File: config.mk
export PLATFORM = sky130hd
export DESIGN_NAME = gcd_driver_flat
export DESIGN_NICKNAME = d
export VERILOG_FILES = /design/src/rtl/gcd_pkg.sv /design/src/rtl/gcd_driver_if.sv /design/src/rtl/gcd_watchdog.sv /design/src/rtl/gcd_driver.sv /design/src/flat_wrapper.sv
export SDC_FILE = /design/constraint.sdc
export NUM_CORES = 1
export LEC_CHECK = 0
export CORE_MARGIN = 2
export CORE_UTILIZATION = 40
export DETAILED_ROUTE_END_ITERATION = 10
export GPL_TIMING_DRIVEN = 0
export MAX_ROUTING_LAYER = met4
export PLACE_DENSITY = 0.66
export SYNTH_ARGS = -nofsm -noshare
export SYNTH_HDL_FRONTEND = slang
export SYNTH_SLANG_ARGS = --single-unit
File: constraint.sdc
create_clock -name clk -period 2.45 [get_ports clk]
set_input_delay 0.245 -clock clk [delete_from_list [all_inputs] [get_ports clk]]
set_output_delay 0.245 -clock clk [all_outputs]
set_load 0.03 [all_outputs]
File: src/rtl/gcd_pkg.sv
// Shared types and defaults for the GCD initiator.
package gcd_pkg;

  localparam int unsigned GCD_WIDTH_DEFAULT   = 16;
  localparam int unsigned GCD_TIMEOUT_DEFAULT = 65540;

  typedef enum logic [2:0] {
    ST_IDLE,
    ST_CLEAR,
    ST_LOAD_A,
    ST_LOAD_B,
    ST_WAIT,
    ST_RESP
  } gcd_state_e;

endpackage

File: src/rtl/gcd_driver_if.sv
// Request, core and response signals of the GCD initiator.
interface gcd_driver_if
  import gcd_pkg::*;
#(
  parameter int unsigned WIDTH = GCD_WIDTH_DEFAULT
);

  logic             req_valid;
  logic             req_ready;
  logic [WIDTH-1:0] req_a;
  logic [WIDTH-1:0] req_b;

  logic             gcd_clr;
  logic             gcd_start;
  logic [WIDTH-1:0] gcd_data_in;
  logic             gcd_done;
  logic [WIDTH-1:0] gcd_result;

  logic             rsp_valid;
  logic             rsp_ready;
  logic [WIDTH-1:0] rsp_gcd;
  logic             rsp_err;

  // Driver side: owns the request-ready, the core controls and the response.
  modport master (
    input  req_valid, req_a, req_b, gcd_done, gcd_result, rsp_ready,
    output req_ready, gcd_clr, gcd_start, gcd_data_in, rsp_valid, rsp_gcd, rsp_err
  );

  // Environment side: request source, GCD core and response consumer.
  modport slave (
    output req_valid, req_a, req_b, gcd_done, gcd_result, rsp_ready,
    input  req_ready, gcd_clr, gcd_start, gcd_data_in, rsp_valid, rsp_gcd, rsp_err
  );

endinterface

File: src/rtl/gcd_watchdog.sv
// Saturating run-time counter; flags the last allowed cycle of a core run.
module gcd_watchdog
  import gcd_pkg::*;
#(
  parameter int unsigned TIMEOUT_CYCLES = GCD_TIMEOUT_DEFAULT
) (
  input  logic clk,
  input  logic rst_n,
  input  logic clr,
  input  logic en,
  output logic tc_c
);

  localparam int unsigned CW = (TIMEOUT_CYCLES > 1) ? $clog2(TIMEOUT_CYCLES) : 1;
  localparam logic [CW-1:0] TC = CW'(TIMEOUT_CYCLES - 1);

  logic [CW-1:0] count;

  // Count up while enabled, hold at terminal count instead of wrapping.
  always_ff @(posedge clk or negedge rst_n) begin
    if (!rst_n) begin
      count <= '0;
    end else if (clr) begin
      count <= '0;
    end else if (en && (count != TC)) begin
      count <= count + CW'(1);
    end
  end

  assign tc_c = (count == TC);

endmodule

File: src/rtl/gcd_driver.sv
// Sequences operand pairs into the serial GCD core and returns its result,
// bypassing the core for zero operands and aborting hung runs.
module gcd_driver
  import gcd_pkg::*;
#(
  parameter int unsigned WIDTH          = GCD_WIDTH_DEFAULT,
  parameter int unsigned TIMEOUT_CYCLES = GCD_TIMEOUT_DEFAULT
) (
  input  logic          clk,
  input  logic          rst_n,
  gcd_driver_if.master  bus
);

  gcd_state_e       state;
  logic [WIDTH-1:0] a_q;
  logic [WIDTH-1:0] b_q;
  logic             wd_clr_c;
  logic             wd_en_c;
  logic             wd_tc_c;

  // Watchdog only runs in WAIT and restarts from zero on every entry.
  assign wd_en_c  = (state == ST_WAIT);
  assign wd_clr_c = (state != ST_WAIT);

  gcd_watchdog #(
    .TIMEOUT_CYCLES(TIMEOUT_CYCLES)
  ) u_watchdog (
    .clk   (clk),
    .rst_n (rst_n),
    .clr   (wd_clr_c),
    .en    (wd_en_c),
    .tc_c  (wd_tc_c)
  );

  // Request/core/response sequencer with registered outputs.
  always_ff @(posedge clk or negedge rst_n) begin
    if (!rst_n) begin
      state           <= ST_IDLE;
      a_q             <= '0;
      b_q             <= '0;
      bus.req_ready   <= 1'b0;
      bus.gcd_clr     <= 1'b1;
      bus.gcd_start   <= 1'b0;
      bus.gcd_data_in <= '0;
      bus.rsp_valid   <= 1'b0;
      bus.rsp_gcd     <= '0;
      bus.rsp_err     <= 1'b0;
    end else begin
      bus.gcd_clr   <= 1'b0;
      bus.gcd_start <= 1'b0;
      case (state)
        ST_IDLE: begin
          bus.req_ready <= 1'b1;
          if (bus.req_valid && bus.req_ready) begin
            bus.req_ready <= 1'b0;
            a_q           <= bus.req_a;
            b_q           <= bus.req_b;
            if ((bus.req_a == '0) || (bus.req_b == '0)) begin
              // gcd(x,0) = x; both zero has no answer and is flagged.
              bus.rsp_valid <= 1'b1;
              bus.rsp_gcd   <= bus.req_a | bus.req_b;
              bus.rsp_err   <= (bus.req_a == '0) && (bus.req_b == '0);
              state         <= ST_RESP;
            end else begin
              bus.gcd_clr <= 1'b1;
              state       <= ST_CLEAR;
            end
          end
        end
        ST_CLEAR: begin
          bus.gcd_start   <= 1'b1;
          bus.gcd_data_in <= a_q;
          state           <= ST_LOAD_A;
        end
        ST_LOAD_A: begin
          bus.gcd_data_in <= b_q;
          state           <= ST_LOAD_B;
        end
        ST_LOAD_B: begin
          bus.gcd_data_in <= '0;
          state           <= ST_WAIT;
        end
        ST_WAIT: begin
          // A done in the terminal-count cycle still counts as success.
          if (bus.gcd_done) begin
            bus.rsp_valid <= 1'b1;
            bus.rsp_gcd   <= bus.gcd_result;
            bus.rsp_err   <= 1'b0;
            state         <= ST_RESP;
          end else if (wd_tc_c) begin
            bus.rsp_valid <= 1'b1;
            bus.rsp_gcd   <= '0;
            bus.rsp_err   <= 1'b1;
            state         <= ST_RESP;
          end
        end
        ST_RESP: begin
          if (bus.rsp_ready) begin
            bus.rsp_valid <= 1'b0;
            bus.req_ready <= 1'b1;
            state         <= ST_IDLE;
          end
        end
        default: begin
          state <= ST_IDLE;
        end
      endcase
    end
  end

endmodule

File: src/flat_wrapper.sv
// flat-port wrapper written by rule: the top's interface ports become plain ports
module gcd_driver_flat import gcd_pkg::*;
#(
  parameter int unsigned WIDTH          = GCD_WIDTH_DEFAULT,
  parameter int unsigned TIMEOUT_CYCLES = GCD_TIMEOUT_DEFAULT
)
  (clk, rst_n, bus_req_valid, bus_req_a, bus_req_b, bus_gcd_done, bus_gcd_result, bus_rsp_ready, bus_req_ready, bus_gcd_clr, bus_gcd_start, bus_gcd_data_in, bus_rsp_valid, bus_rsp_gcd, bus_rsp_err);
  gcd_driver_if #(.WIDTH(WIDTH)) bus_i ();
  input  logic clk;
  input  logic rst_n;
  input wire logic [$bits(bus_i.req_valid)-1:0] bus_req_valid;
  input wire logic [$bits(bus_i.req_a)-1:0] bus_req_a;
  input wire logic [$bits(bus_i.req_b)-1:0] bus_req_b;
  input wire logic [$bits(bus_i.gcd_done)-1:0] bus_gcd_done;
  input wire logic [$bits(bus_i.gcd_result)-1:0] bus_gcd_result;
  input wire logic [$bits(bus_i.rsp_ready)-1:0] bus_rsp_ready;
  output wire logic [$bits(bus_i.req_ready)-1:0] bus_req_ready;
  output wire logic [$bits(bus_i.gcd_clr)-1:0] bus_gcd_clr;
  output wire logic [$bits(bus_i.gcd_start)-1:0] bus_gcd_start;
  output wire logic [$bits(bus_i.gcd_data_in)-1:0] bus_gcd_data_in;
  output wire logic [$bits(bus_i.rsp_valid)-1:0] bus_rsp_valid;
  output wire logic [$bits(bus_i.rsp_gcd)-1:0] bus_rsp_gcd;
  output wire logic [$bits(bus_i.rsp_err)-1:0] bus_rsp_err;
  assign bus_i.req_valid = bus_req_valid;
  assign bus_i.req_a = bus_req_a;
  assign bus_i.req_b = bus_req_b;
  assign bus_i.gcd_done = bus_gcd_done;
  assign bus_i.gcd_result = bus_gcd_result;
  assign bus_i.rsp_ready = bus_rsp_ready;
  assign bus_req_ready = bus_i.req_ready;
  assign bus_gcd_clr = bus_i.gcd_clr;
  assign bus_gcd_start = bus_i.gcd_start;
  assign bus_gcd_data_in = bus_i.gcd_data_in;
  assign bus_rsp_valid = bus_i.rsp_valid;
  assign bus_rsp_gcd = bus_i.rsp_gcd;
  assign bus_rsp_err = bus_i.rsp_err;
  gcd_driver #(.WIDTH(WIDTH), .TIMEOUT_CYCLES(TIMEOUT_CYCLES)) u_core (.clk(clk), .rst_n(rst_n), .bus(bus_i));
endmodule
Yosys cells after proc, flatten, opt, wreduce, memory -nomap -nowiden:

Index checks and enable logic that the tools add are counted.

* add/sub/neg operators: 1
* eq/ne operators: 12
* mux-type cells: 31
* bitwise operators: 1
* reductions and logical operators: 17

Operators by type and width (count)
* $mux 16: 4
* $pmux 16 s3: 1
* $mux 17: 2
* $logic_not 16->1: 2
* $pmux 16 s2: 1
* $pmux 3 s6: 1
* $add 17x1->17 const B: 1
* $eq 17x17->1 const B: 1
* $ne 17x17->1 const B: 1
* $or 16x16->16: 1
* $mux 3: 5
* $mux 1: 14
* $eq 3x2->1 const B: 2
* $eq 3x3->1 const B: 2
* $reduce_bool 2->1: 3
* $reduce_bool 3->1: 2
* $reduce_and 5->1: 1
* $ne 2x1->1 const B: 2
* $pmux 1 s2: 2
* $reduce_and 2->1: 2
* $reduce_and 4->1: 1
* $eq 3x1->1 const B: 1
* $logic_and 1x1->1: 3
* $logic_not 3->1: 1
* other kinds (6): 6

* flip-flop bits (word level): 89
* bits of input ports: 53
* output and inout port bits: 37
* logic and storage cells: 73

Longest topological paths before layout:

Gate-level depths: netlist (run 1).

* depth in word-level cells: 5
* depth in mapped cells: 7
* mapped depth without buffers: 6

By module:

From an unflattened synthesis (run 1), not the netlist that was laid out.

* cells, all modules: 398
* area total of the unflattened synthesis: 4515.6 um^2

Modules (own cells, without submodules)
* gcd_driver: times used 1, cells each 299, area each 3475.8 um^2, sequential area each 1803.0 um^2
* gcd_watchdog: times used 1, cells each 99, area each 1039.7 um^2, sequential area each 425.4 um^2

Least setup slack after synthesis (run 1):

No wires, ideal clock.

* kind: register to register
* from: register u_core.u_watchdog.count[0]
* to: register u_core.bus.rsp_gcd[0]
* library setup time: 125 ps
* arrival time: 1989 ps
* required time: 2325 ps
* path slack: 336 ps
* stages on the path, launching flop included: 8
* path through: dfrtp_1 -> ha_1 -> nor4b_2 -> nand4_2 -> or3b_1 -> o211ai_4 -> buf_6 -> mux2_4

* word-level cells in the longest chain between the ends: 3

RTL lines
* start, declared: RTL line gcd_watchdog.sv:17 `logic [CW-1:0] count;`
* start signal, assigned: RTL line gcd_watchdog.sv:26 `count <= count + CW'(1);`
* $eq 17x17->1: RTL line gcd_watchdog.sv:30 `assign tc_c = (count == TC);`
* $ne 3x2->1 (no source line)
* $reduce_and 4->1 (no source line)
* end signal, assigned: RTL line gcd_driver.sv:61 `bus.rsp_gcd <= bus.req_a | bus.req_b;`
* end signal, assigned: RTL line gcd_driver.sv:87 `bus.rsp_gcd <= bus.gcd_result;`
* end, declared: RTL line gcd_driver_if.sv:27 `output req_ready, gcd_clr, gcd_start, gcd_data_in, rsp_valid, rsp_gcd, rsp_err`

Every way passes these cells.
A chain may end at the register's enable or synchronous reset.

Worst setup path after layout (run 1):

* from: register u_core.u_watchdog.count[0]
* to: register u_core.bus.rsp_gcd[2]

Same word-level chain as after synthesis.

==> impl_results.md, run 1 <==
- Synth area leader: dfrtp_1
- Max_cap viols: 0
- RSZ-0062 raised after global routing: false
- First-pass GRT wire length: approximately 17,000 um
- Layout cells sized above 1: 0.167
- ANT cells: 0
- Crit path kind: reg2reg
- Clk sinks: 89
- Slowest cell on crit path: dfrtp_1
- Netlist cell types: 36
- Root buf cell: clkbuf_8
- Critical path cell sequence: ha_1, nor4b_2, nand4_2, or3b_1, o211ai_4, buf_6, mux2_4
- Leak pwr: 2.15 nW
- Die X: between 100 and 150 um
- R2R depth: 7
- Post-Syn Area: 4110 um^2
- GRT overflow: 0
- PwrDens: 1180 nW/um^2
- Synth area leaders: dfrtp_1 (54%), mux2_2 (11%), a22oi_1 (5.8%), a21oi_1 (5.0%), nor2_1 (3.5%)
- Primary FF master, synth: dfrtp_1
- Sw frac: 0.399
- Post-DP HPWL: 7770 um
- Reg-to-Reg Start: u_core.u_watchdog.count[0]$_DFFE_PN0P_
- Top-count cell post-synth: dfrtp_1
- Final Hold Fails: 0
- Antenna violations before repair: 0
- P&R area growth vs syn: 30.8%
- Status: finished, violations left
- Nets@finish: 521
- Syn_area_per_cell: 11.2 um^2
- Clock latency on the worst-skew pair: 0.35 ns
- Fmax: 0.432 GHz
- Final Worst Setup Slack: 0.134 ns
- FFs w/ async S/R, synth: 1.00
- Total power: approximately 0.0063 W
- Critical path startpoint: u_core.u_watchdog.count[0]$_DFFE_PN0P_
- Die ar.: 11,100 um^2
- Flops & latches, synth: about 90
- NetSw: between 0.002 and 0.003 W
- Clock share of power: 0.148
- Pre-CTS setup slack: -0.0112 ns
- Initial core utilization: 0.405
- Slowest stage delay, CP: roughly 0.43 ns
- Syn Inst Count: 366
- Post-synth EDFFs: 0
- Drt wl/cell: approximately 17 um
- Synth top area share: 0.536
- Filler instances: 872
- Placement row count: 37
- Crit path max fanout: 10
- Drt initial violations: 227
- Sequential power share: 0.384
- Vias in the first global route: about 3,300
- Worst vdd ir: 0.000398 V
- Crit Reg-Reg Endpoint: u_core.bus.rsp_gcd[2]$_DFFE_PN0P_
- Pint: 0.00380 W
- Fin crit period: 2.32 ns
- # port buffers: 88
- Post-synth top cells: dfrtp_1 (88), a21oi_1 (41), mux2_2 (40)
- Failing checks: design-rule violations
- Via Count: ~3,300
- Post-DRT Antenna Nets: 0
- First-pass detailed-route iteration total: 8
- CTS tree: yes
- Gate power share: 0.468
- WL final: 10,600 um
- DRC: 2
- Critical Path End Type: flop
- Vias per Instance: 5.39
- CP Data Arrival Time: 2.54 ns
- Setup violators final: 0
- Setup Skew: 0.0122 ns
- Routability cong.: 0.843
- Top Ports: 90
- Clock Pin Slew Worst Setup and Hold Paths: 0.09 ns
- Slew headroom: 0.401
- CP Launch Type: flop
- YS warnings: 0
- Fin. max-slew vios: 0
- H-tree levels: 3
- Die height: 105 um
- Clock Path Buffers: 2
- Worst EP required: roughly 2.7 ns
- Core ar.: 10,100 um^2
- CTS Buf Count: 9
- Worst slew pin tran: between 0.8 and 0.9 ns
- Sequential fraction of the synthesis area: 0.542
- Worst min-delay path class: in2async
- Largest net degree at the start of global routing: 74
- GRT Total Usage: 0.203
- Syn nets: 420
- Fin crit share: 0.945
- R2R Setup Slk: between 0.1 and 0.15 ns
cells by family (layout without fill, tap and decap cells):
logic type / after synthesis / count (layout) / synth area share
AOI/OAI and AO/OA: 98 / 98 / 0.145
xor gates and xnor gates: 11 / 11 / 0.0234
adders and majority gates: 1 / 1 / 0.00304
buffers and inverters: 25 / 131 / 0.0259
DFF: 89 / 89 / 0.542
muxes: 50 / 50 / 0.144
and+or+nand+nor: 92 / 92 / 0.117
sequential cells by signal, summed over array words and instances (netlist names):
register and cells:
u_core.u_watchdog.count 17, u_core.bus.gcd_start 1, u_core.b_q 16, u_core.bus.rsp_err 1, u_core.a_q 16, u_core.bus.gcd_clr 1
u_core.bus.rsp_valid 1, u_core.bus.req_ready 1, u_core.bus.rsp_gcd 16, u_core.state 3, u_core.bus.gcd_data_in 16
repair_timing:
action,in CTS,in global routing
setup buffers,0,0
gates resized for setup,0,1
hold buffers,1,0
endpoints found under the hold margin,16,0
setup endpoints to repair,0,1
worst max-delay path: cells and delay by family, from the launching register on:
family / cells / cell delay, ns
multiplexers: 1 / 0.32
AO/OA/AOI/OAI: 1 / 0.19
flip-flops: 1 / 0.43
AND/OR/NAND/NOR: 3 / 0.77
buffers and inverters: 1 / 0.23
adder cells (fa/ha/maj): 1 / 0.25
how the worst max path moves through the flow:
stage	endpoint	cells past startpoint	slack, ns
after floorplan	u_core.bus.rsp_gcd[0]$_DFFE_PN0P_	7	0.34
after global placement	u_core.bus.rsp_gcd[10]$_DFFE_PN0P_	1	-2.06
after detailed placement	u_core.b_q[6]$_DFFE_PN0P_	5	-0.01
after CTS	u_core.bus.rsp_gcd[2]$_DFFE_PN0P_	7	0.11
after global routing	u_core.bus.rsp_gcd[6]$_DFFE_PN0P_	7	0.007
final	u_core.bus.rsp_gcd[2]$_DFFE_PN0P_	7	0.13
cells in the final DEF (no fill, tap or decap), types with 3 or more instances in the layout:
master,count
nand4_1,5
nand3_1,7
mux2_4,8
clkbuf_1,15
dfrtp_1,88
clkdlybuf4s50_1,87
nor2_1,37
xnor2_1,5
clkbuf_8,9
a21oi_1,41
mux2_2,40
xor2_1,6
buf_2,4
a22oi_1,32
inv_1,3
or3_1,3
o21ai_0,22
nor4_1,10
and4_1,3
nand2_1,12
nand2b_1,3
layer usage:
layer | global-route usage | share of wire | up-vias
met5 | - | 0 | -
met4 | 0.0762 | 0.016 | 0
met3 | 0.0303 | 0.046 | 20
met2 | 0.322 | 0.50 | 95
met1 | 0.265 | 0.44 | 1622
li1 | - | - | 1543
power groups by stage:
stage                     clock network, W  registers (W)  logic [W]
after floorplan                          0        0.00292    0.00136
after global placement                   0        0.00243    0.00290
after detailed placement                 0        0.00246    0.00296
after CTS                         0.000960        0.00243    0.00298
after global routing               0.00103        0.00250    0.00317
final                             0.000934        0.00243    0.00296
stage by stage:
stage	util	cells	hold WS [ns]	instance area (um^2)	TNS, ns
finish	0.530	608	0.294	5380	0
CTS	0.530	608	0.302	5380	0
global route	0.530	608	0.303	5380	0
global placement	0.509	590	0.478	5160	-182.18
floorplan	-	366	-0.0506	4110	0
detailed placement	0.512	591	0.133	5190	-0.0412
layout make-up:
class	count	area [um^2]	share of cell area
inverters	4	15.0	0.00279
clock inverters	7	55.1	0.0102
plain buffers	21	91.3	0.0170
clock buffers	9	124	0.0230
multi-input cells	252	1780	0.331
well taps	136	170	0.0316
repair buffers	90	916	0.170
flip-flops and latches	89	2230	0.414
(Power assumes the default switching activity.)
==> run 2: changes to the inputs <==
CORE_UTILIZATION = 36   (was 40)
PLACE_DENSITY = default   (was 0.66)
==> impl_results.md, run 2 (same netlist as run 1, synthesis figures left out) <==
- Status: completed
- H-tree levels: 3 (unchanged)
- Filler instances: 1,059 (+21%)
- Worst min-delay path class: in2async
- Max_cap viols: 0 (unchanged)
- CTS Buf Count: 9 (unchanged)
- Area of the multi-input gates: 1780 um^2 (-0.14%)
- CP Launch Type: flop
- Max reg flops: 17 (unchanged)
- Gate power share: 0.430 (-0.038)
- Vias in the first global route: 3,373 (+2.2%)
- Post-DRT Antenna Nets: 0 (unchanged)
- GRT overflow: 0 (unchanged)
- P&R area growth vs syn: 34.6%
- Root buf cell: clkbuf_16
- Setup violators final: 0 (unchanged)
- Clock latency on the worst-skew pair: 0.34 ns (about the same)
- ANT cells: 0 (unchanged)
- Design Area, Final: 5530 um^2 (+2.8%)
- Clock Pin Slew Worst Setup and Hold Paths: 0.06 ns (-0.03 ns)
- PwrDens: 1250 nW/um^2 (+6.0%)
- Total power: 0.00689 W (+9.0%)
- Via Count: 3,290 (+0.30%)
- Sequential power share: 0.355 (-0.029)
- Largest net degree at the start of global routing: 66 (-11%)
- Final Hold Fails: 0 (unchanged)
- Initial core utilization: 0.365 (-0.0408)
- Worst vdd ir: 0.000594 V (+49%)
- Setup Skew: 0.00903 ns (-0.00320 ns)
- RSZ-0062 raised after global routing: false
- Register area: 2230 um^2 (unchanged)
- DRC: 0 (-2)
- Worst EP required: 2.66 ns (-0.02 ns)
- Clock share of power: 0.216 (+0.068)
- Top Ports: 90 (unchanged)
- Routability cong.: 0.839 (-0.50%)
- Die X: 111 um (+5.2%)
- Slew headroom: 0.502 (+0.101)
- Pint: 0.00435 W (+14%)
- Crit path kind: reg2reg
- Placed cell areas: 5190 um^2 (+0.17%)
- CP Data Arrival Time: 2.56 ns (+0.02 ns)
- Core ar.: 11,300 um^2 (+11%)
- Critical Path End Type: flop
- Die height: 111 um (+5.2%)
- Placement row count: 39 (+5.4%)
- GRT Total Usage: 0.187 (-0.0161)
- Fin. max-slew vios: 0 (unchanged)
- Fin crit period: 2.35 ns (+0.0315 ns)
- First-pass detailed-route iteration total: 4 (-4)
- Clk sinks: 89 (unchanged)
- Leak pwr: 2.22 nW (+3.2%)
- Layout cells sized above 1: 0.163 (-0.00424)
- Antenna violations before repair: 0 (unchanged)
- CTS tree: yes
- Biggest register: u_core.u_watchdog.count
- Fmax: 0.426 GHz (-1.3%)
- NetSw: 0.00254 W (+0.85%)
- Post-DP HPWL: 8110 um (+4.4%)
- Leading cell type in the layout, fill and taps excluded: dfrtp_1
- Crit path max fanout: 10 (unchanged)
- Clock Path Buffers: 2 (unchanged)
- Drt wl/cell: 17.8 um (+2.2%)
- First-pass GRT wire length: 17,600 um (+2.6%)
- Fin crit share: 0.958 (+0.0129)
- # port buffers: 88 (unchanged)
- Die ar.: 12,300 um^2 (+11%)
- Nets@finish: 521 (unchanged)
- Vias per Instance: 5.35 (-0.84%)
- Sw frac: 0.369 (-0.0297)
- Drt initial violations: 194 (-15%)
- WL final: 10,900 um (+3.3%)
- Post-CTS Setup Inserts: 0 (unchanged)
- Worst slew pin tran: 0.741 ns (-0.151 ns)
- Most frequent cells in the layout: dfrtp_1 (88), clkdlybuf4s50_1 (87), a21oi_1 (41), mux2_2 (40), nor2_1 (38)
[run 2: path summary, 6_finish.rpt]
check | startpoint | endpoint | slack (ns) | depth (start not counted)
worst max register to register | u_core.u_watchdog.count[0]$_DFFE_PN0P_ | u_core.bus.rsp_gcd[3]$_DFFE_PN0P_ | 0.10 | 7
worst min register to register | u_core.bus.rsp_gcd[3]$_DFFE_PN0P_ | u_core.bus.rsp_gcd[3]$_DFFE_PN0P_ | 0.51 | 1
min in group clk | u_core.bus.rsp_gcd[3]$_DFFE_PN0P_ | u_core.bus.rsp_gcd[3]$_DFFE_PN0P_ | 0.51 | 1
worst max-delay path | u_core.u_watchdog.count[0]$_DFFE_PN0P_ | u_core.bus.rsp_gcd[3]$_DFFE_PN0P_ | 0.10 | 7
worst min-delay path | rst_n | u_core.a_q[10]$_DFFE_PN0P_ | 0.37 | 2
max in group asynchronous | rst_n | u_core.bus.gcd_clr$_DFF_PN1_ | 1.41 | 3
[run 2: power by group through the flow]
stage | combinational, W | clock, W | sequential, W
5_1_grt | 0.00317 | 0.00158 | 0.00251
2_1_floorplan | 0.00136 | 0 | 0.00292
3_5_place_dp | 0.00296 | 0 | 0.00247
4_1_cts | 0.00297 | 0.00152 | 0.00245
3_3_place_gp | 0.00290 | 0 | 0.00244
6_report | 0.00296 | 0.00149 | 0.00244
[run 2: what timing repair did]
action / CTS / global route
gates resized for setup: 0 / 1
hold endpoints to repair: 24 / 0
hold buffers: 1 / 0
endpoints found under the setup margin: 0 / 2
[run 2: per-layer routing]
| metal | up-vias | global-route usage | wire length (um) |
|---|---|---|---|
| met5 | - | - | 0 |
| met4 | 0 | 0.0683 | 213 |
| li1 | 1548 | - | - |
| met3 | 16 | 0.0235 | 332 |
| met1 | 1653 | 0.233 | 4860 |
| met2 | 73 | 0.313 | 5530 |
[run 2: worst max-delay path: stages (launching register included)]
cell      delay, ns
dfrtp_1        0.43
ha_1           0.24
nor4b_2        0.17
nand4_2        0.17
or3b_1         0.46
o211ai_4       0.23
buf_8          0.22
mux2_4         0.31
[run 2: through the flow]
| stage | utilization | hold slack (ns) | setup slack (ns) | TNS, ns | std cells |
|---|---|---|---|---|---|
| floorplan | - | -0.0506 | 0.336 | 0 | 366 |
| global placement | 0.459 | 0.480 | -2.14 | -189.39 | 597 |
| detailed placement | 0.461 | 0.184 | 0.0270 | 0 | 598 |
| CTS | 0.490 | 0.376 | 0.0898 | 0 | 615 |
| global route | 0.491 | 0.394 | 0.0186 | 0 | 615 |
| finish | 0.491 | 0.369 | 0.103 | 0 | 615 |
[run 2: final cells by class]
type	count	share of cell area
sequential	89	0.403
multi-input combinational	252	0.321
timing repair buffer	90	0.166
clock buffer	11	0.0439
tap	143	0.0324
buffer	21	0.0172
clock inverter	5	0.0143
inverter	4	0.00271
==> run 3: changes to the inputs <==
ABC_AREA = 1   (was default)
clock period = 2 ns   (was 2.45 ns; I/O delays follow)
==> impl_results.md, run 3 <==
- Fmax: 0.546 GHz (+28%)
- Final Hold Fails: 0 (unchanged)
- Vias in the first global route: 3,609 (+7.0%)
- Status: completed
- Leak pwr: 2.55 nW (+15%)
- Design Area, Final: 5570 um^2 (+0.77%)
- Setup Skew: 0.00658 ns (-0.00245 ns)
- Via Count: 3,686 (+12%)
- Vias per Instance: 4.95 (-7.5%)
- Placement row count: 39 (unchanged)
- Post-Layout Cell Count: 745 (+21%)
- Drt wl/cell: 15.3 um (-14%)
- Syn nets: 550 (+31%)
- Post-Syn Area: 4130 um^2 (+0.46%)
- Layout cells sized above 1: 0.0648 (-0.0984)
- Pre-CTS setup slack: 0.0726 ns (+0.0455 ns)
- Worst vdd ir: 0.000661 V (+11%)
- Fin crit period: 1.83 ns (-0.516 ns)
- Slowest cell on crit path: dfrtp_1
- Core ar.: 11,300 um^2 (+0.43%)
- Worst min-delay path class: in2async
- Slew headroom: 0.639 (+0.137)
- # port buffers: 88 (unchanged)
- Die height: 111 um (+0.22%)
- Cells after DPL: 728 (+22%)
- Biggest register: u_core.u_watchdog.count
- GRT Total Usage: 0.198 (+0.0108)
- YS warnings: 0 (unchanged)
- Setup violators final: 0 (unchanged)
- CP top delay family: simple AND/OR/NAND/NOR gates
- DRC: 0 (unchanged)
- First-pass GRT wire length: 18,700 um (+6.2%)
- Slowest stage delay, CP: 0.45 ns (about the same)
- GRT overflow: 0 (unchanged)
- WP buf/inv: 3 (+2)
- P&R area growth vs syn: 35.0%
- Critical Path End Type: flop
- Critical path cell sequence: nor2_1, inv_2, nor2_2, nand3_1, buf_4, clkbuf_1, nand2_1, o21ai_0
- Netlist cell types: 28 (-22%)
- Top Ports: 90 (unchanged)
- Flops & latches, synth: 89 (unchanged)
- Nets@finish: 651 (+25%)
- Worst slew pin tran: 0.541 ns (-0.199 ns)
- ANT cells: 0 (unchanged)
- CP Launch Type: flop
- Die X: 111 um (+0.22%)
- Post-synth EDFFs: 0 (unchanged)
- Synth area leaders: dfrtp_1 (53%), nand2_1 (10%), o21ai_0 (7.3%), inv_1 (4.5%), nor2_1 (4.3%)
- Fin crit share: 0.916 (-0.0423)
- Largest net degree at the start of global routing: 72 (+9.1%)
- Placed cell areas: 5210 um^2 (+0.36%)
- CTS Buf Count: 9 (unchanged)
- Crit path max fanout: 10 (unchanged)
- Syn_area_per_cell: 8.32 um^2 (-26%)
- Top-count cell post-synth: nand2_1
- Post-synth top cells: nand2_1 (110), dfrtp_1 (88), o21ai_0 (60)
- PwrDens: 1470 nW/um^2 (+18%)
- Leading cell type in the layout, fill and taps excluded: nand2_1
- Fin Setup TNS: 0 ns (unchanged)
- Synth top area share: 0.533 (-0.00244)
- Sequential fraction of the synthesis area: 0.540 (-0.00246)
- Final Worst Setup Slack: 0.169 ns (+0.0657 ns)
- Max_cap viols: 0 (unchanged)
- Fin. max-slew vios: 0 (unchanged)
- Antenna violations before repair: 0 (unchanged)
- Clock Pin Slew Worst Setup and Hold Paths: 0.07 ns (about the same)
- FFs w/ async S/R, synth: 1.00 (unchanged)
- Synth area leader: dfrtp_1
- Clock Path Buffers: 2 (unchanged)
- Syn Inst Count: 496 (+36%)
- RSZ-0062 raised after global routing: false
- PostCTS Resize Cnt: 0 (unchanged)
- Root buf cell: clkbuf_16
- First-pass detailed-route iteration total: 4 (unchanged)
- WL final: 11,400 um (+4.3%)
- Worst EP required: 2.19 ns (-0.47 ns)
- CP Data Arrival Time: 2.03 ns (-0.53 ns)
- Clock latency on the worst-skew pair: 0.34 ns (about the same)
- H-tree levels: 3 (unchanged)
- Crit path kind: reg2reg
- Drt initial violations: 207 (+6.7%)
- Initial core utilization: 0.365 (about the same)
- Die ar.: 12,300 um^2 (+0.44%)
- Primary FF master, synth: dfrtp_1
- Max reg flops: 17 (unchanged)
- CTS tree: yes
- Post-DP HPWL: 8740 um (+7.8%)
- Clk sinks: 89 (unchanged)
- Post-DRT Antenna Nets: 0 (unchanged)
- Routability cong.: 0.951 (+13%)
- Most frequent cells in the layout: nand2_1 (110), dfrtp_1 (88), clkdlybuf4s50_1 (87), o21ai_0 (60), inv_1 (50)
==> run 3: logic make-up (layout without fill, tap and decap cells) <==
| logic type | Yosys count | count (layout) | synth area share |
|---|---|---|---|
| adders and majority gates | 1 | 1 | 0.00303 |
| AOI/OAI and AO/OA | 145 | 145 | 0.192 |
| buffers and inverters | 74 | 180 | 0.0748 |
| DFF | 89 | 89 | 0.540 |
| and+or+nand+nor | 187 | 187 | 0.190 |
==> run 3: path summary, 6_finish.rpt <==
kind | cells after the start | endpoint | slack [ns] | from
hold reg to reg | 2 | u_core.bus.gcd_data_in[4]$_DFFE_PN0P_ | 0.48 | u_core.bus.gcd_data_in[4]$_DFFE_PN0P_
hold / removal | 2 | u_core.bus.gcd_data_in[10]$_DFFE_PN0P_ | 0.28 | rst_n
setup reg to reg | 8 | u_core.a_q[6]$_DFFE_PN0P_ | 0.17 | u_core.state[1]$_DFFE_PN0P_
setup / recovery | 8 | u_core.a_q[6]$_DFFE_PN0P_ | 0.17 | u_core.state[1]$_DFFE_PN0P_
max in group asynchronous | 3 | u_core.bus.gcd_clr$_DFF_PN1_ | 1.04 | rst_n
min in group clk | 3 | u_core.bus.rsp_gcd[12]$_DFFE_PN0P_ | 0.36 | bus_gcd_done
==> run 3: repair_timing <==
item                      CTS  global route
setup buffers               0             0
hold endpoints to repair   18             0
hold buffers                1             0
==> run 3: routing by layer <==
metal	track usage	share of wire	vias up
met5	-	0	-
met4	0.0593	0.015	0
met3	0.0323	0.052	13
met2	0.324	0.50	85
met1	0.255	0.43	1736
li1	-	-	1852
==> run 3: final cells by class <==
cell class,instances,area (um^2)
clock buffer,9,225
fill,1102,5750
clock inverter,7,124
buffer,21,108
sequential,89,2230
inverter,53,201
multi-input combinational,333,1590
timing repair buffer,90,916
tap,143,179
==> run 3: where the power goes <==
| group | internal, W | total (W) | switching [W] |
|---|---|---|---|
| combinational | 0.00129 | 0.00336 | 0.00207 |
| sequential | 0.00247 | 0.00285 | 0.000373 |
| clock | 0.00124 | 0.00196 | 0.000728 |
| total | 0.00500 | 0.00817 | 0.00317 |
==> run 3: per-stage QoR <==
step | util | hold slack (ns) | power [W]
global placement | 0.458 | 0.468 | 0.00622
detailed placement | 0.461 | 0.0926 | 0.00627
finish | 0.492 | 0.278 | 0.00817
floorplan | - | -0.0956 | 0.00489
global route | 0.492 | 0.295 | 0.00870
CTS | 0.492 | 0.271 | 0.00825
